===== src/rtl/agc_word_decoder.sv =====
// ---------------------------------------------------------------------------
// agc_word_decoder
//
// Decodes one 15-bit AGC one's-complement word (bit 14 = sign, bits 13:0 =
// data) into sign, magnitude and two's-complement form. It also compares the
// word against a reference word. The magnitude compare is bit-serial: it
// scans from bit 13 down to bit 0, one bit per clock. An operand pair is
// accepted only in IDLE. The result is held in DONE until the consumer takes
// it.
//
// Configuration macro:
//   AGC_DEC_EARLY_EXIT_EN - when defined, the compare stops on the first
//                           differing magnitude bit instead of always
//                           scanning all 14 bits. Results are identical;
//                           only the latency changes.
//
// Ports:
//   clk, rst_n    rising-edge clock, asynchronous active-low reset
//   in_valid      operand pair offered
//   in_ready      high only in IDLE
//   in_word       word to decode (15 bits)
//   in_ref        reference word for the compare (15 bits)
//   out_valid     result available (DONE)
//   out_ready     consumer accepts the result
//   out_sign      effective sign (0 for either zero)
//   out_mag       14-bit magnitude
//   out_twos      15-bit two's-complement equivalent of in_word
//   out_negzero   in_word was negative zero (15'h7FFF)
//   out_gt        in_word > in_ref, signed one's-complement
//   busy          high only while the compare runs (CMP)
// ---------------------------------------------------------------------------
module agc_word_decoder (
    input  logic        clk,
    input  logic        rst_n,
    input  logic        in_valid,
    output logic        in_ready,
    input  logic [14:0] in_word,
    input  logic [14:0] in_ref,
    output logic        out_valid,
    input  logic        out_ready,
    output logic        out_sign,
    output logic [13:0] out_mag,
    output logic [14:0] out_twos,
    output logic        out_negzero,
    output logic        out_gt,
    output logic        busy
);

    typedef enum logic [1:0] {IDLE, CMP, DONE} state_t;

    state_t      state, state_nxt;
    logic [14:0] word_q, ref_q;
    logic [3:0]  bit_idx;
    logic        mag_gt, mag_lt;

    logic [13:0] mag_w, mag_r;
    logic        sign_w, sign_r;
    logic        bit_w, bit_r;
    logic        bit_diff, last_bit, cmp_end, accept, done;
    logic        gt_comb;

    // A negative word stores its magnitude inverted. Negative zero therefore
    // decodes to magnitude 0, and its effective sign is forced to 0 below.
    assign mag_w  = word_q[14] ? ~word_q[13:0] : word_q[13:0];
    assign mag_r  = ref_q[14]  ? ~ref_q[13:0]  : ref_q[13:0];
    assign sign_w = word_q[14] && (mag_w != 14'd0);
    assign sign_r = ref_q[14]  && (mag_r != 14'd0);

    assign bit_w    = mag_w[bit_idx];
    assign bit_r    = mag_r[bit_idx];
    // The first differing bit decides the compare; later bits are ignored.
    assign bit_diff = (bit_w != bit_r) && !mag_gt && !mag_lt;
    assign last_bit = (bit_idx == 4'd0);

`ifdef AGC_DEC_EARLY_EXIT_EN
    assign cmp_end = last_bit || bit_diff;
`else
    assign cmp_end = last_bit;
`endif

    assign accept = in_valid && (state == IDLE);
    assign done   = (state == DONE);

    // Handshake and status come straight from the state. Reset moves the
    // state to IDLE at once, so every output drops to its reset value
    // without waiting for a clock edge.
    assign in_ready  = (state == IDLE);
    assign busy      = (state == CMP);
    assign out_valid = done;

    // Next-state logic.
    always_comb begin
        // NOTE: assign a default first so that no path through the block leaves state_nxt unassigned, which would infer a latch.
        state_nxt = state;
        unique case (state)
            IDLE:    if (in_valid) state_nxt = CMP;
            CMP:     if (cmp_end)  state_nxt = DONE;
            DONE:    if (out_ready) state_nxt = IDLE;
            default: state_nxt = IDLE;
        endcase
    end

    // State register plus the operand and compare datapath.
    // NOTE: every register, including the operand latches, has the asynchronous reset, so no stale operand can be seen after reset.
    always_ff @(posedge clk or negedge rst_n) begin
        if (!rst_n) begin
            state   <= IDLE;
            word_q  <= 15'd0;
            ref_q   <= 15'd0;
            bit_idx <= 4'd0;
            mag_gt  <= 1'b0;
            mag_lt  <= 1'b0;
        end else begin
            // NOTE: non-blocking assignments keep every register update in this block based on the values from before the edge.
            state <= state_nxt;
            if (accept) begin
                word_q  <= in_word;
                ref_q   <= in_ref;
                bit_idx <= 4'd13;
                mag_gt  <= 1'b0;
                mag_lt  <= 1'b0;
            end else if (state == CMP) begin
                if (bit_diff) begin
                    mag_gt <= bit_w;
                    mag_lt <= bit_r;
                end
                if (!last_bit) bit_idx <= bit_idx - 4'd1;
            end
        end
    end

    // Signed compare. Zeros of either sign are equal. A sign difference
    // decides the result directly. Between two negatives, the larger
    // magnitude is the smaller value.
    always_comb begin
        gt_comb = 1'b0;
        if ((mag_w == 14'd0) && (mag_r == 14'd0))
            gt_comb = 1'b0;
        else if (sign_w != sign_r)
            gt_comb = !sign_w;
        else if (!sign_w)
            gt_comb = mag_gt;
        else
            gt_comb = mag_lt;
    end

    // Result outputs are valid only in DONE and are held at zero elsewhere.
    assign out_sign    = done && sign_w;
    assign out_mag     = done ? mag_w : 14'd0;
    assign out_twos    = !done ? 15'd0 :
                         sign_w ? (~{1'b0, mag_w} + 15'd1) : {1'b0, mag_w};
    assign out_negzero = done && (word_q == 15'h7FFF);
    assign out_gt      = done && gt_comb;

endmodule

===== config.mk =====
export PLATFORM = sky130hd
export DESIGN_NAME = agc_word_decoder
export DESIGN_NICKNAME = d
export VERILOG_FILES = /design/src/rtl/agc_word_decoder.sv
export SDC_FILE = /design/constraint.sdc
export NUM_CORES = 1
export LEC_CHECK = 0
export ABC_AREA = 1
export BUFFER_PORTS_ARGS = -buffer_cell sky130_fd_sc_hd__buf_4
export CAP_MARGIN = 0
export CORE_ASPECT_RATIO = 0.5
export CORE_UTILIZATION = 40
export CTS_BUF_LIST = sky130_fd_sc_hd__clkbuf_4 sky130_fd_sc_hd__clkbuf_8 sky130_fd_sc_hd__clkbuf_16
export CTS_CLUSTER_DIAMETER = 60
export DETAILED_ROUTE_END_ITERATION = 10
export PLACE_DENSITY = 0.76
export SYNTH_ARGS = -nofsm -noshare
export SYNTH_HDL_FRONTEND = slang
export SYNTH_SLANG_ARGS = --single-unit

===== constraint.sdc =====
create_clock -name clk -period 1.8 [get_ports clk]
set_input_delay 0.27 -clock clk [delete_from_list [all_inputs] [get_ports clk]]
set_output_delay 0.27 -clock clk [all_outputs]
set_load 0.005 [all_outputs]

# Word-level counts from Yosys, hierarchy flattened
# Cells that the tools add are included.
[classes] add_sub_neg=2 n_mul=0 div=0 n_lt_le_gt_ge=1 n_eq_ne=9 n_shift=0 mux=25 n_bitwise=3 reduce_logical=23
[ops] operator="14-bit 2-to-1 mux" n=3
[ops] operator="15-bit 2-to-1 mux" n=2
[ops] operator="14-bit logical NOT" n=2
[ops] operator="14-bit inverter" n=2
[ops] operator="14-bit nonzero test" n=2
[ops] operator="15-bit by 1-bit adder with 15-bit output (second input constant)" n=1
[ops] operator="15-bit == test (second input constant)" n=1
[ops] operator="14-bit inverter with 15-bit output" n=1
[ops] operator="4-bit 2-to-1 mux" n=3
[ops] operator="1-bit 2-to-1 mux" n=11
[ops] operator="1-bit logical AND" n=9
[ops] operator="1-bit binary-select mux with 4-bit select" n=2
[ops] operator="2-bit 2-to-1 mux" n=3
[ops] operator="2-bit case mux with 3 select lines" n=1
[ops] operator="4-bit by 5-bit less-than comparator with 1-bit output (second input constant)" n=1
[ops] operator="4-bit logical NOT" n=1
[ops] operator="2-bit by 1-bit != test with 1-bit output (second input constant)" n=2
[ops] operator="2-bit != test (second input constant)" n=2
[ops] operator="2-bit AND reduction" n=2
[ops] operator="2-bit nonzero test" n=2
[ops] operator="4-bit by 1-bit subtractor with 4-bit output (second input constant)" n=1
[ops] operator="1-bit logical NOT" n=3
[ops] operator="3-bit AND reduction" n=1
[ops] operator="2-bit by 1-bit == test with 1-bit output (second input constant)" n=1
[ops] operator="3 further kinds" n=4
[totals] ff_bits=38 latch_bits=0 ramBits=0 romBits=0 out_inout_bits=35 memories=0

# Depth between registers and ports, before layout
# Gate-level depths: netlist of the first run.
[logic_depth] depth_word=10 ltp_mapped=14

# Worst setup path after synthesis of the first run
# No wires, ideal clock.
[synth_timing] path_type="register -> output" startpoint="reg word_q[14]" endpoint="out out_twos[11]" arrival_ns=1.541 setup_slack_ns=-0.011 path_stages_with_launch=14 n_path_buf=2 path_cell_list="dfrtp_1 -> buf_6 -> inv_2 -> buf_6 -> nand2_1 -> nand2_2 -> inv_2 -> nor3_2 -> nand2_2 -> nor2_4 -> nor2_4 -> nand3_1 -> nand2_1 -> nor2_1"
[synth_via] elab_chain_len=5 word_cells_on_any_way=7 classes_between="1 x add/sub; 3 x mux; 1 x bitwise; 2 x reduce/logical"
[synth_rtl] element="from (decl)" line="52" text="logic [14:0] word_q, ref_q;"
[synth_rtl] element="from (signal assigned)" line="117" text="word_q <= in_word;"
[synth_rtl] element="14-bit 2-to-1 mux" line="64" text="assign mag_w = word_q[14] ? ~word_q[13:0] : word_q[13:0];"
[synth_rtl] element="14-bit inverter with 15-bit output / 14-bit nonzero test (equally long branches)" line="151, 66"
[synth_rtl] element="15-bit by 1-bit adder with 15-bit output / 1-bit logical AND (equally long branches)" line="151, 66"
[synth_rtl] element="15-bit 2-to-1 mux (*)" line="151" text="sign_w ? (~{1'b0, mag_w} + 15'd1) : {1'b0, mag_w};"
[synth_rtl] element="15-bit 2-to-1 mux (*)" line="150" text="assign out_twos = !done ? 15'd0 :"
[synth_rtl] element="to (decl)" line="43" text="output logic [14:0] out_twos,"
# Every way passes the cells marked *; elsewhere a longest branch is shown, timed or not.

# Worst setup path after layout of the first run
[layout_timing] startpoint="reg word_q[14]" endpoint="out out_twos[2]"
# The elaborated chain is that of the path after synthesis.

==> run metrics, run 1 <==
top cell type's share of synthesized area 33.48%; Core Util, Final around 63%; Area contributors post-synth dfrtp_1, nand2_1, nand3_1, nor2_1, inv_1; post-synth top area cell dfrtp_1; Async SR Flop Fraction 100.0%; core area 6779 sq um; Placer Congestion 0.8932; Top FF cell, synth dfrtp_1; Worst Path Max Fanout 7; WP data required 1530 ps; Crit path arrival time 2210 ps; worst min path class input port to register; vias 3,235; H-tree levels 2; Avg Cell Area, Syn between 6 and 7 sq um; crit path launch type register; fin. max-slew vios 0; final count of hold timing violations 0; final WL roughly 8700 um; Post-synth EDFFs 0; Iteration-0 DRC Markers 212; Synth Cell Area 2840 sq um; total die area 7462 sq um; gr usage total a little under a quarter; clk sink count 38; initial antenna violation count 0; clock slew at reported path FFs 60 ps; pwr dens 1873 nW/um^2; Initial Util 41.90%; hpwl dp 6085 um; crit end category primary output; Peak VDD IR approximately 0.71 mV; Synthesized Nets 459; row count 21; total global routing overflow 0; routed vias/inst 4.946; vias in the first global route 2,901; n_diodes 0; critical path class register to primary output; clock skew 4.999 ps; fin nets 597; Area Overhead vs Synth 51.15%; RSZ-0062 raised after global routing yes; register area share after synthesis 33.48%; Clock Latency Late Sink 290 ps; Cells after Synth 423; Ys Warns 0; Seq cells post-synth 38; share of post-route cells with drive strength above 1 a little under two fifths; die width 121.2 um; Worst Tran Pin Value 506.0 ps; Final Critical Period 2477 ps; Num CTS Buffers 5; global-route wire length before repair 13,400 um; DR pass1 iterations 4; Die Y-Extent 61.59 um; final instance area 4293 sq um; CTS Buffer Depth 2; # DRC 0; final period utilization 137.6%; Root Buffer clkbuf_16; DR WL/cell 13.30 um; number of filler instances in the final layout 616; Port Buffers 68; largest net degree at the start of global routing 52; Worst Slack Setup Final -676.8 ps; violated checks negative setup slack; normalized max-slew margin 66.27%; io pins 69; Distinct cells, synth 41; Max Cap Violations 0; setup violators final 20; antenna violation net count after detailed routing 0; outcome finished with violations; CTS tree yes; Max Fclk 403.7 MHz; Pleak 2.230 nW; dpl cell area 3900 sq um
-- worst max-delay path, cell delays in order, from the launching register on --
cell,delay (ps)
dfrtp_2,440
buf_6,150
or2_4,270
nand2_4,80
nand3_4,90
nor2_8,140
nand2_4,90
o21ai_4,280
a21oi_1,110
nor3_2,120
buf_4,130
-- per-stage QoR --
stage	setup WS (ps)	hold WS (ps)	instances	power, mW	TNS (ps)
after floorplan	-11.26	-25.59	423	4.458	-16.42
final	-676.8	166.6	654	8.040	-9878
after global placement	-262.6	265.9	636	6.357	-2808
after CTS	-572.5	165.1	649	7.585	-8262
after detailed placement	-305.0	268.6	636	6.457	-3364
after global routing	-784.5	169.2	654	8.712	-11600
-- timing repair --
action	CTS	global route
hold buffers	1	0
gates resized for setup	15	26
endpoints found under the setup margin	19	27
hold endpoints to repair	38	0
pin swaps	2	4
buffers inserted	4	5
-- area by class of cell --
class	count	area, sq um	area share, %
Multi-Input combinational cell	323	1742	40.57
Timing Repair Buffer	150	1167	27.19
Sequential cell	38	953.4	22.21
Inverter	43	163.9	3.818
Clock buffer	6	138.9	3.235
Tap cell	92	115.1	2.681
Clock inverter	2	12.51	0.2915
-- report_power, final --
| group | internal, mW | leakage (nW) | total (mW) | switching [mW] |
|---|---|---|---|---|
| combinational | 2.57 | 1.69 | 5.48 | 2.91 |
| clock | 0.548 | 0.0729 | 0.908 | 0.360 |
| sequential | 1.27 | 0.464 | 1.65 | 0.383 |
-- final timing paths --
check,start,to,slack (ps),cells after the start
worst max register to register,word_q[14]$_DFFE_PN0P_,mag_lt$_DFFE_PN0P_,100,10
max in group asynchronous,rst_n,word_q[14]$_DFFE_PN0P_,930,2
worst min register to register,ref_q[10]$_DFFE_PN0P_,ref_q[10]$_DFFE_PN0P_,500,2
worst min-delay path,in_ref[13],ref_q[13]$_DFFE_PN0P_,170,3
min in group asynchronous,rst_n,ref_q[6]$_DFFE_PN0P_,490,2
worst max-delay path,word_q[14]$_DFFE_PN0P_,out_twos[2],-680,10
-- sequential cells by signal, indices dropped and copies added, names as in the netlist --
signal   count
word_q      15
mag_lt       1
bit_idx      4
ref_q       15
state        2
mag_gt       1
-- cells in the final DEF, fill, tap and decap left out, drive strengths merged, types with 3 or more instances in the layout --
master,netlist,routed
xnor2,5,5
o21ai,28,28
buf,12,149
clkinv,2,3
a21oi,10,10
nor2,47,47
clkbuf,7,6
dfrtp,38,38
nor3,8,8
inv,41,41
nand3,54,54
xor2,8,8
nand4,6,6
or2,3,3
nand2,145,145
-- kinds of logic after synthesis --
family / count (synthesis) / share of synthesized area (%)
adders and majority gates: 2 / 0.8809
and+or+nand+nor: 265 / 42.20
DFF: 38 / 33.48
xor gates and xnor gates: 13 / 5.199
AOI/OAI and AO/OA: 43 / 8.370
buffers and inverters: 62 / 9.868
-- synth_stat cells (3+ instances only) --
cell        n
nor3_1      3
dfrtp_1    38
nand2_2     4
buf_2       4
a21oi_1    10
nand4_1     6
buf_1       3
nand2_1   139
xnor2_1     3
nand3_1    53
clkbuf_1    7
nor2_1     43
inv_2       5
inv_1      36
buf_6       3
nor3_2      5
o21ai_0    26
xor2_1      7
-- per-layer routing --
metal  wire [um]  part of all wire [%]  global-route usage [%]
met4         195                   2.2                   9.171
met2        4155                    48                   41.71
met3         479                   5.5                   4.537
met5           0                     0                       0
met1        3867                    44                   30.44
Power figures use the tool's default switching activity.
==> run 2, diff against run 1 <==
--- a/config.mk
+++ b/config.mk
@@ -5,7 +5,6 @@
 export SDC_FILE = /design/constraint.sdc
 export NUM_CORES = 1
 export LEC_CHECK = 0
-export ABC_AREA = 1
 export BUFFER_PORTS_ARGS = -buffer_cell sky130_fd_sc_hd__buf_4
 export CAP_MARGIN = 0
 export CORE_ASPECT_RATIO = 0.5
@@ -13,7 +12,7 @@
 export CTS_BUF_LIST = sky130_fd_sc_hd__clkbuf_4 sky130_fd_sc_hd__clkbuf_8 sky130_fd_sc_hd__clkbuf_16
 export CTS_CLUSTER_DIAMETER = 60
 export DETAILED_ROUTE_END_ITERATION = 10
-export PLACE_DENSITY = 0.76
+export PLACE_DENSITY = 0.77
 export SYNTH_ARGS = -nofsm -noshare
 export SYNTH_HDL_FRONTEND = slang
 export SYNTH_SLANG_ARGS = --single-unit
==> constraint.sdc (replaced) <==
create_clock -name clk -period 2 [get_ports clk]
set_input_delay 0.3 -clock clk [delete_from_list [all_inputs] [get_ports clk]]
set_output_delay 0.3 -clock clk [all_outputs]
set_load 0.005 [all_outputs]
==> run metrics, run 2 <==
share of post-route cells with drive strength above 1 ~43%; die width approximately 120 um; Clock Latency Late Sink 290 ps; total die area 6881 sq um; Peak VDD IR between 0.6 and 0.7 mV; Port Buffers 68; gr usage total between 20% and 30%; Async SR Flop Fraction 100.0%; most common cell after layout, fill and taps aside buf_4; Top FF cell, synth dfrtp_1; Distinct cells, synth 42; Regs by FF count ref_q x15, word_q x15, bit_idx x4; fin. max-slew vios 0; CTS Buffer Depth 2; Crit path arrival time about 2200 ps; Avg Cell Area, Syn 8.067 sq um; outcome finished with violations; Worst Path Max Fanout 5; Synth Cell Area 2614 sq um; Post-Layout Cell Count between 500 and 600; initial antenna violation count 0; antenna violation net count after detailed routing 0; global-route wire length before repair ~12,000 um; crit path launch type register; critical path class register to primary output; DR pass1 iterations 5; number of filler instances in the final layout 488; clock skew 7.840 ps; WP data required ~1700 ps; Iteration-0 DRC Markers 217; normalized max-slew margin 67.21%; top cell type's share of synthesized area 36.38%; total global routing overflow 0; hpwl dp 5309 um; final WL 9069 um; DP Cell Count about 500; violated checks negative setup slack; RSZ-0062 raised after global routing yes; fin nets 479; synth cell count leaders nand2_1, dfrtp_1, nor2_1; io pins 69; core area 6181 sq um; Initial Util 42.29%; routed vias/inst between 5 and 6; Root Buffer clkbuf_16; vias in the first global route 2,510; top-count cell post-synth nand2_1; register area share after synthesis between 30 and 40%; final count of hold timing violations 0; register area 953.4 sq um; worst min path class input port to register; Cells after Synth 324; vias 2,882; Die Y-Extent 59.16 um; Final Critical Period 2492 ps; multi-input logic area 1692 sq um; Worst Slack Setup Final -491.7 ps; setup violators final 14; n_diodes 0; Max Cap Violations 0; # DRC 0; most frequent cells in the layout buf_4, nand2_1, dfrtp_1; largest net degree at the start of global routing 39; Ys Warns 0; Area Overhead vs Synth 55.53%; pwr dens roughly 1500 nW/um^2; Worst Tran Pin Value just under 500 ps; Max Fclk ~400 MHz; Seq cells post-synth 38; Core Util, Final about two thirds; post-synth top area cell dfrtp_1; CTS tree yes; Synthesized Nets 360; Num CTS Buffers 5; final period utilization 124.6%; Pleak approximately 2 nW; Placer Congestion 0.8993; clock slew at reported path FFs approximately 50 ps; row count 20; Area contributors post-synth dfrtp_1, nand2_1, xnor2_1, mux4_1, nor2_1; crit end category primary output; DR WL/cell ~17 um; H-tree levels 2; hold slack slightly above 200 ps; clk sink count 38; Post-synth EDFFs 0
run 2: cell types whose count changed after synthesis, sizes merged, moves of 11 or more:
cell	before	now
xnor2	5	18
nor2	47	29
nand3	54	13
clkbuf	7	18
inv	41	9
o21ai	28	5
nand2	145	101
run 2: power breakdown:
part           internal, mW  switching (mW)  total, mW
Clock                 0.507           0.297      0.804
Sequential             1.14           0.390       1.53
Combinational          1.95            1.98       3.93
run 2: area by class of cell:
| type | instances | area share, % |
|---|---|---|
| tap | 88 | 2.709 |
| clock buffer | 7 | 3.601 |
| timing repair buffer | 141 | 27.67 |
| multi-input combinational | 248 | 41.61 |
| clock inverter | 1 | 0.1231 |
| sequential | 38 | 23.45 |
| inverter | 9 | 0.8310 |
run 2: path summary, 6_finish.rpt:
kind	start	to	slack [ps]	cells after the start
min	in_ref[7]	ref_q[7]$_DFFE_PN0P_	200	3
max	word_q[7]$_DFFE_PN0P_	out_twos[4]	-490	7
max reg2reg	word_q[3]$_DFFE_PN0P_	mag_gt$_DFFE_PN0P_	-420	7
max in group asynchronous	rst_n	word_q[1]$_DFFE_PN0P_	1100	2
min reg2reg	ref_q[1]$_DFFE_PN0P_	ref_q[1]$_DFFE_PN0P_	550	2
min in group asynchronous	rst_n	bit_idx[2]$_DFFE_PN0P_	530	2
run 2: logic make-up after synthesis:
kind of cell / Yosys count / share of synthesized area, %
and+or+nand+nor: 181 / 31.64
buffers and inverters: 38 / 6.750
adders and majority gates: 2 / 0.9572
DFF: 38 / 36.38
AOI/OAI and AO/OA: 25 / 6.702
xor gates and xnor gates: 28 / 9.382
muxes: 12 / 8.186
run 2: worst max-delay path: stages, from the launching register on:
cell      delay, ps
dfrtp_1         410
or4_4           540
nor3_4          240
o221ai_4        170
a21boi_2        180
xnor2_1          80
nor2_1          140
buf_4           150
run 2: routing by layer:
metal	wire length (um)	global-route usage, %
met1	3673	31.10
met2	4338	40.74
met3	668	3.885
met4	388	8.425
met5	0	0
run 2: through the flow:
stage                     setup TNS [ps]  power, mW  setup slack [ps]  cell area (sq um)
final                              -4774      6.256            -491.7               4065
after global routing               -5560      6.600            -562.5               4065
after CTS                          -2598      5.480            -388.4               3766
after detailed placement          -607.1      4.336            -158.9               3430
after global placement            -302.6      4.224            -113.1               3430
after floorplan                   -26.22      3.315            -26.22               2615
run 2: timing repair:
| item | 4_1_cts | 5_1_grt |
|---|---|---|
| hold buffers | 1 | 0 |
| cloned | 0 | 1 |
| resized for setup | 28 | 33 |
| buffers inserted | 10 | 21 |
| pin swaps | 8 | 20 |
| hold endpoints to repair | 21 | 0 |
| setup endpoints to repair | 15 | 18 |
==> run 3, diff against run 2 <==
--- a/config.mk
+++ b/config.mk
@@ -5,6 +5,7 @@
 export SDC_FILE = /design/constraint.sdc
 export NUM_CORES = 1
 export LEC_CHECK = 0
+export ABC_CLOCK_PERIOD_IN_PS = 2000
 export BUFFER_PORTS_ARGS = -buffer_cell sky130_fd_sc_hd__buf_4
 export CAP_MARGIN = 0
 export CORE_ASPECT_RATIO = 0.5
@@ -12,7 +13,9 @@
 export CTS_BUF_LIST = sky130_fd_sc_hd__clkbuf_4 sky130_fd_sc_hd__clkbuf_8 sky130_fd_sc_hd__clkbuf_16
 export CTS_CLUSTER_DIAMETER = 60
 export DETAILED_ROUTE_END_ITERATION = 10
+export HOLD_SLACK_MARGIN = 0.12
 export PLACE_DENSITY = 0.77
+export REMOVE_ABC_BUFFERS = 1
 export SYNTH_ARGS = -nofsm -noshare
 export SYNTH_HDL_FRONTEND = slang
 export SYNTH_SLANG_ARGS = --single-unit
==> run metrics, run 3 (synthesized netlist as in run 2, its figures left out) <==
Worst Slack Setup Final -418.0 ps; Worst Path Max Fanout 5; Root Buffer clkbuf_16; Die Y-Extent 59.16 um; critical path class register to primary output; post-place setup slack -138.5 ps; gr usage total 21.31%; initial antenna violation count 0; clk sink count 38; Num CTS Buffers 5; most frequent cells in the layout buf_4, nand2_1, dfrtp_1; vias ~2,600; Regs by FF count ref_q x15, word_q x15, bit_idx x4; worst min path class input port to register; Crit path arrival time between 2000 and 2500 ps; hpwl dp between 4000 and 5000 um; row count 20; Setup TNS -3705 ps; delay-heaviest family, CP simple AND/OR/NAND/NOR gates; Final Critical Period 2418 ps; DR pass1 iterations 4; largest net degree at the start of global routing 39; Pleak 1.887 nW; vias in the first global route 2,297; Peak VDD IR 0.5583 mV; final period utilization 120.9%; Iteration-0 DRC Markers 97; CTS tree yes; clock slew at reported path FFs ~60 ps; Max Fclk roughly 410 MHz; dpl cell area 3400 sq um; routed vias/inst between 4 and 5; # DRC 0; CP Buf/Inv Count 1; H-tree levels 2; Clock Latency Late Sink approximately 280 ps; Area Overhead vs Synth 46.77%; final instance area about 3800 sq um; final count of hold timing violations 0; antenna violation net count after detailed routing 0; Max Cap Violations 0; n_diodes 0; clock skew 2.183 ps; share of post-route cells with drive strength above 1 37.24%; slowest CP cell or4_4; pwr dens 1456 nW/um^2; outcome finished with violations; final WL between 7000 and 8000 um; normalized max-slew margin 66.56%; fin. max-slew vios 0; DR WL/cell ~14 um; crit end category primary output; WP data required 1700 ps; Initial Util 42.29%; crit path cell chain or4_4, o22ai_4, o221ai_4, a21boi_1, xnor2_1, nor2_1, buf_4; most common cell after layout, fill and taps aside buf_4; core area 6181 sq um; RSZ-0062 raised after global routing yes; crit path launch type register; Placer Congestion 0.8779; CTS Buffer Depth 2; total die area 6881 sq um; die width 116.3 um; hold slack roughly 200 ps; io pins 69; setup violators final 15; global-route wire length before repair 11,160 um; CP max stage delay between 500 and 600 ps; Final Total Pwr 5.587 mW; number of filler instances in the final layout 537; Port Buffers 68; total global routing overflow 0; fin nets 462; violated checks negative setup slack; Worst Tran Pin Value 501.6 ps
==> run 3: cell types whose count changed in the layout (fill, tap and decap cells not counted), sizes merged <==
cell,before,now
bufinv,0,1
clkbuf,8,7
buf,139,123
clkinv,1,0
==> run 3: routing by layer <==
layer,global-route usage [%],part of all wire (%),up-vias
met5,0,0,-
met4,5.495,1.1,0
met3,2.761,3.2,6
met2,35.76,49,50
met1,29.46,47,1218
li1,-,-,1278
==> run 3: final timing paths <==
check                                           start               endpoint  slack, ps  cells after the start
worst max-delay path            word_q[6]$_DFFE_PN0P_            out_twos[4]       -420                      7
worst min-delay path                        in_ref[4]   ref_q[4]$_DFFE_PN0P_        200                      3
worst max register to register  word_q[2]$_DFFE_PN0P_     mag_lt$_DFFE_PN0P_       -130                      8
worst min register to register     mag_lt$_DFFE_PN0P_     mag_gt$_DFFE_PN0P_        510                      1
max in group asynchronous                       rst_n  ref_q[14]$_DFFE_PN0P_       1090                      2
min in group asynchronous                       rst_n  ref_q[10]$_DFFE_PN0P_        530                      2
==> run 3: final cells by class <==
class	instances	area, sq um	share of cell area, %
inverter	9	33.78	0.8806
clock inverter	1	30.03	0.7828
tap	88	110.1	2.870
multi-input combinational	248	1603	41.78
timing repair buffer	124	967.2	25.21
sequential	38	952.2	24.82
clock buffer	7	140.1	3.653
==> run 3: repair_timing <==
item / 4_1_cts / 5_1_grt
pin swaps: 11 / 20
gates resized for setup: 14 / 21
setup endpoints to repair: 15 / 16
hold buffers: 1 / 0
hold endpoints to repair: 38 / 0
setup buffers: 1 / 14
==> run 3: per-stage QoR <==
| stage | std cells | util [%] |
|---|---|---|
| 6_report | 515 | 62.06 |
| 5_1_grt | 515 | 62.06 |
| 4_1_cts | 502 | 59.05 |
| 3_5_place_dp | 492 | 55.00 |
| 3_3_place_gp | 492 | 55.00 |
| 2_1_floorplan | 295 | - |
==> run 3: worst reg2reg max path, stage by stage (launching register included) <==
cell	delay, ps
dfrtp_1	390
buf_6	140
buf_6	110
mux4_2	480
xor2_2	170
a21oi_2	100
nor4b_2	300
nor3_2	100
a32o_1	230
==> run 3: power by group <==
part / switching (mW) / internal, mW / total (mW)
clock network: 0.303 / 0.617 / 0.919
registers: 0.321 / 1.13 / 1.45
logic: 1.60 / 1.61 / 3.21
